### src/rtl/alu_share_arbiter.sv
// Round-robin sharing of one combinational mov/add ALU between two requesters,
// with a one-entry response buffer. Define ALU_ARB_STATS_EN to build grant counters.
module alu_share_arbiter #(
  parameter int unsigned DATA_W = 8,
  parameter int unsigned CNT_W  = 16
) (
  input  logic              Clk,
  input  logic              Reset_N,
  input  logic              Req0_Valid,
  input  logic [DATA_W-1:0] Req0_Data1,
  input  logic [DATA_W-1:0] Req0_Data2,
  input  logic              Req0_Op,
  output logic              Req0_Ready,
  input  logic              Req1_Valid,
  input  logic [DATA_W-1:0] Req1_Data1,
  input  logic [DATA_W-1:0] Req1_Data2,
  input  logic              Req1_Op,
  output logic              Req1_Ready,
  output logic [DATA_W-1:0] Alu_Data1,
  output logic [DATA_W-1:0] Alu_Data2,
  output logic              Alu_Op,
  input  logic [DATA_W-1:0] Alu_Result,
  output logic              Rsp_Valid,
  output logic [DATA_W-1:0] Rsp_Data,
  output logic              Rsp_Id,
  input  logic              Rsp_Ready,
  output logic [CNT_W-1:0]  Grant_Cnt0,
  output logic [CNT_W-1:0]  Grant_Cnt1
);

  typedef enum logic {EMPTY = 1'b0, FULL = 1'b1} state_t;

  state_t state;
  logic   last_grant;
  logic   grant_valid;
  logic   grant_id;
  logic   can_accept;
  logic   accept;

  // With no grant, grant_id stays 0 so the ALU sees requester 0 inputs.
  always_comb begin
    grant_valid = Req0_Valid | Req1_Valid;
    grant_id    = 1'b0;
    if (Req0_Valid && Req1_Valid)
      grant_id = ~last_grant;
    else if (Req1_Valid)
      grant_id = 1'b1;
  end

  assign can_accept = (state == EMPTY) || Rsp_Ready;
  assign accept     = grant_valid && can_accept;
  assign Req0_Ready = accept && !grant_id;
  assign Req1_Ready = accept && grant_id;

  assign Alu_Data1 = grant_id ? Req1_Data1 : Req0_Data1;
  assign Alu_Data2 = grant_id ? Req1_Data2 : Req0_Data2;
  assign Alu_Op    = grant_id ? Req1_Op    : Req0_Op;

  assign Rsp_Valid = (state == FULL);

  always_ff @(posedge Clk or negedge Reset_N) begin
    if (!Reset_N) begin
      state      <= EMPTY;
      Rsp_Data   <= '0;
      Rsp_Id     <= 1'b0;
      last_grant <= 1'b1;
    end else if (accept) begin
      state      <= FULL;
      Rsp_Data   <= Alu_Result;
      Rsp_Id     <= grant_id;
      last_grant <= grant_id;
    end else if (Rsp_Ready) begin
      state <= EMPTY;
    end
  end

`ifdef ALU_ARB_STATS_EN
  logic [CNT_W-1:0] cnt0;
  logic [CNT_W-1:0] cnt1;

  always_ff @(posedge Clk or negedge Reset_N) begin
    if (!Reset_N) begin
      cnt0 <= '0;
      cnt1 <= '0;
    end else begin
      if (Req0_Ready && (cnt0 != '1))
        cnt0 <= cnt0 + CNT_W'(1);
      if (Req1_Ready && (cnt1 != '1))
        cnt1 <= cnt1 + CNT_W'(1);
    end
  end

  assign Grant_Cnt0 = cnt0;
  assign Grant_Cnt1 = cnt1;
`else
  assign Grant_Cnt0 = '0;
  assign Grant_Cnt1 = '0;
`endif

endmodule

### config.mk
export PLATFORM = sky130hd
export DESIGN_NAME = alu_share_arbiter
export DESIGN_NICKNAME = d
export VERILOG_FILES = /design/src/rtl/alu_share_arbiter.sv
export SDC_FILE = /design/constraint.sdc
export NUM_CORES = 1
export LEC_CHECK = 0
export CAP_MARGIN = 10
export CORE_ASPECT_RATIO = 1.2
export CORE_MARGIN = 2
export CORE_UTILIZATION = 25
export CTS_CLUSTER_SIZE = 12
export DETAILED_ROUTE_END_ITERATION = 8
export PLACE_DENSITY_LB_ADDON = 0.05
export SYNTH_ARGS = -nofsm -noshare
export SYNTH_HDL_FRONTEND = slang
export SYNTH_SLANG_ARGS = --single-unit
### constraint.sdc
create_clock -name Clk -period 1.18 [get_ports Clk]
set_input_delay 0.118 -clock Clk [delete_from_list [all_inputs] [get_ports Clk]]
set_output_delay 0.118 -clock Clk [all_outputs]
set_load 0.05 [all_outputs]
==> metrics.md <==
| Metric | Value |
|---|---|
| DIE AREA | `4384 um^2` |
| Vias per cell | `around 3.8` |
| Synth top cells by count | `32 x buf_4, 16 x mux2_2, 10 x dfrtp_1` |
| Fin Setup TNS | `-7736 ps` |
| Sequential fraction of the synthesis area | `0.2859` |
| GP Congestion | `about 0.68` |
| Max frequency | `just over 600 MHz` |
| Clk slew on worst S/H paths | `50 ps` |
| Finished Layout Cells | `224` |
| Setup ws final | `-424.0 ps` |
| Critical R2R Capture | `Rsp_Data[5]` |
| Largest net degree at the start of global routing | `14` |
| Crit path required time | `about 1100 ps` |
| Layout Nets | `220` |
| Critical Path Fanout Max | `13` |
| Kind of critical path | `reg2out` |
| Netlist cell types | `20` |
| R2R Path Start | `Rsp_Valid` |
| Syn_area_per_cell | `about 11 um^2` |
| Status | `finished with violations` |
| Min cycle time layout | `about 1600 ps` |
| Hold Crit Class | `in2async` |
| FF-to-FF setup slack | `-40 ps` |
| Leakage | `1.012 nW` |
| Yosys top cell by area | `dfrtp_1` |
| Ys async rst share | `1.000` |
| PnR Total Power | `2.539 mW` |
| Die W | `60.78 um` |
| Final count of pins violating max slew | `0` |
| Max-capacitance violation count | `0` |
| Final setup viols | `27` |
| Final core occ | `0.5844` |
| Failing checks | `negative setup slack` |
| Clk_skew | `0.3451 ps` |
| Clk_lat worst skew | `between 200 and 250 ps` |
| GRT Total Usage | `0.1145` |
| YS warnings | `0` |
| Antenna violations before repair | `0` |
| DR iter-0 viols | `33` |
| Rows | `24` |
| Worst Hold Slack | `about 170 ps` |
| Post-synth EDFFs | `0` |
| DRT antenna net count | `0` |
| CP Launch Type | `flip-flop` |
| Detailed-placement wirelength estimate | `~2500 um` |
| PortBufs | `75` |
| Vias | `~850` |
| Crit share post-route | `1.359` |
| First-pass GRT wire length | `3815 um` |
| Mapped Cells | `86` |
| Post-placement cell count | `218` |
| Drt pass-1 iters | `2` |
| Root buffer cell | `clkbuf_8` |
| N_diodes | `0` |
| Max VDD drop | `0.7022 mV` |
| CORE AREA | `3664 um^2` |
| Synthesized area | `967.2 um^2` |
| PwrDens | `1186 nW/um^2` |
| Worst r2r path cells | `4` |
| Vias in the first global route | `823` |
| Area Overhead vs Synth | `121.3%` |
| H-tree depth | `1` |
| Inserted Clock Buffers | `3` |
| Area share of the largest cell type after synthesis | `0.2587` |
| I/O Pins | `about 110` |
| CP arrival | `around 1500 ps` |
| Final hold vios | `0` |
| CP Capture Type | `primary output` |
| Drt wl/cell | `12.46 um` |
| Top area cells in the synthesized netlist | `dfrtp_1 26%, buf_4 25%, mux2_2 19%, mux2_4 14%, dfstp_2 2.7%` |
| Primary FF master, synth | `dfrtp_1` |
| Longest Clk Path Bufs | `2` |
| Most numerous cell in the Yosys netlist | `buf_4` |
| Final wirelength | `2791 um` |
| Die Span Y | `between 70 and 80 um` |
| Overflow after GRT | `0` |
| RSZ-0062 raised after global routing | `yes` |
| Initial core utilization | `0.2640` |
| DRC Markers | `0` |
| CTS tree | `done` |
| Layout cells sized above 1 | `0.4302` |
| Post-CTS Hold Fix Bufs | `0` |
| #FFs+latches synth | `11` |
| Clock Sinks | `11` |
[timing repair]
action / CTS / global route
resized for setup: 5 / 1
endpoints found under the setup margin: 27 / 27
setup buffers: 1 / 1
pin swaps: 1 / 1
[sequential cells by signal, indices dropped and copies added, names as in the netlist]
signal and count:
Rsp_Data 8, last_grant 1, Rsp_Valid 1, Rsp_Id 1
[routing by layer]
metal	up-vias	GRT usage	share of wire	wire [um]
li1	395	-	-	-
met1	386	0.1304	0.37	1026
met2	63	0.1959	0.49	1360
met3	2	0.04100	0.14	390
met4	0	0.03623	0.0050	14
met5	-	0	0	0
[stage by stage]
| stage | area [um^2] | setup slack, ps |
|---|---|---|
| 2_1_floorplan | 1155 | -232.5 |
| 3_3_place_gp | 2071 | -399.6 |
| 3_5_place_dp | 2071 | -428.2 |
| 4_1_cts | 2130 | -433.1 |
| 5_1_grt | 2141 | -452.8 |
| 6_report | 2141 | -424.0 |
[where the power goes]
group          total (mW)  switching (mW)  leakage [nW]  internal, mW
logic                1.67           0.856         0.864         0.813
clock network       0.370           0.134        0.0228         0.237
registers           0.500          0.0617         0.125         0.438
total                2.54            1.05          1.01          1.49
[worst max-delay path: stages, from the launching register on]
cell and delay, ps:
dfstp_2 550, a21boi_4 70, buf_12 160, mux2_4 320, buf_12 150
[cell families (layout without fill, tap and decap cells)]
group / after synthesis / in the layout / synth area share
AOI/OAI and AO/OA: 6 / 6 / 0.05950
DFF: 11 / 11 / 0.2859
and+or+nand+nor: 7 / 7 / 0.03493
buffers and inverters: 36 / 91 / 0.2898
other: 1 / 32 / 0.003877
muxes: 25 / 25 / 0.3260
[worst max-delay path by stage]
stage	from	end	slack, ps	cells past startpoint
3_3_place_gp	Req1_Valid	Alu_Data1[5]	-400	5
6_report	last_grant	Alu_Data1[5]	-420	4
3_5_place_dp	Req1_Valid	Alu_Data1[5]	-430	5
4_1_cts	last_grant	Alu_Data1[5]	-430	4
2_1_floorplan	Rsp_Valid	Rsp_Data[0]	-230	5
5_1_grt	last_grant	Alu_Data1[5]	-450	4
[final cells by class]
| class | count | area, um^2 |
|---|---|---|
| clock buffers | 4 | 45.04 |
| fillers | 322 | 1523 |
| inverters | 1 | 3.754 |
| multi-input cells | 70 | 591.8 |
| flip-flops and latches | 11 | 277.8 |
| well taps | 52 | 65.06 |
| repair buffers | 86 | 1157 |
[layout by cell type (no fill, tap or decap), types with 2 or more instances in the layout]
cell type        instances
a21boi_0                 2
dlygate4sd2_1            2
conb_1                  32
clkdlybuf4s50_1         44
buf_12                  31
mux2_4                  25
clkbuf_8                 3
nand2_1                  3
buf_6                    3
buf_4                    6
dfrtp_1                  9
No activity file was read; power rests on OpenSTA's default activity.
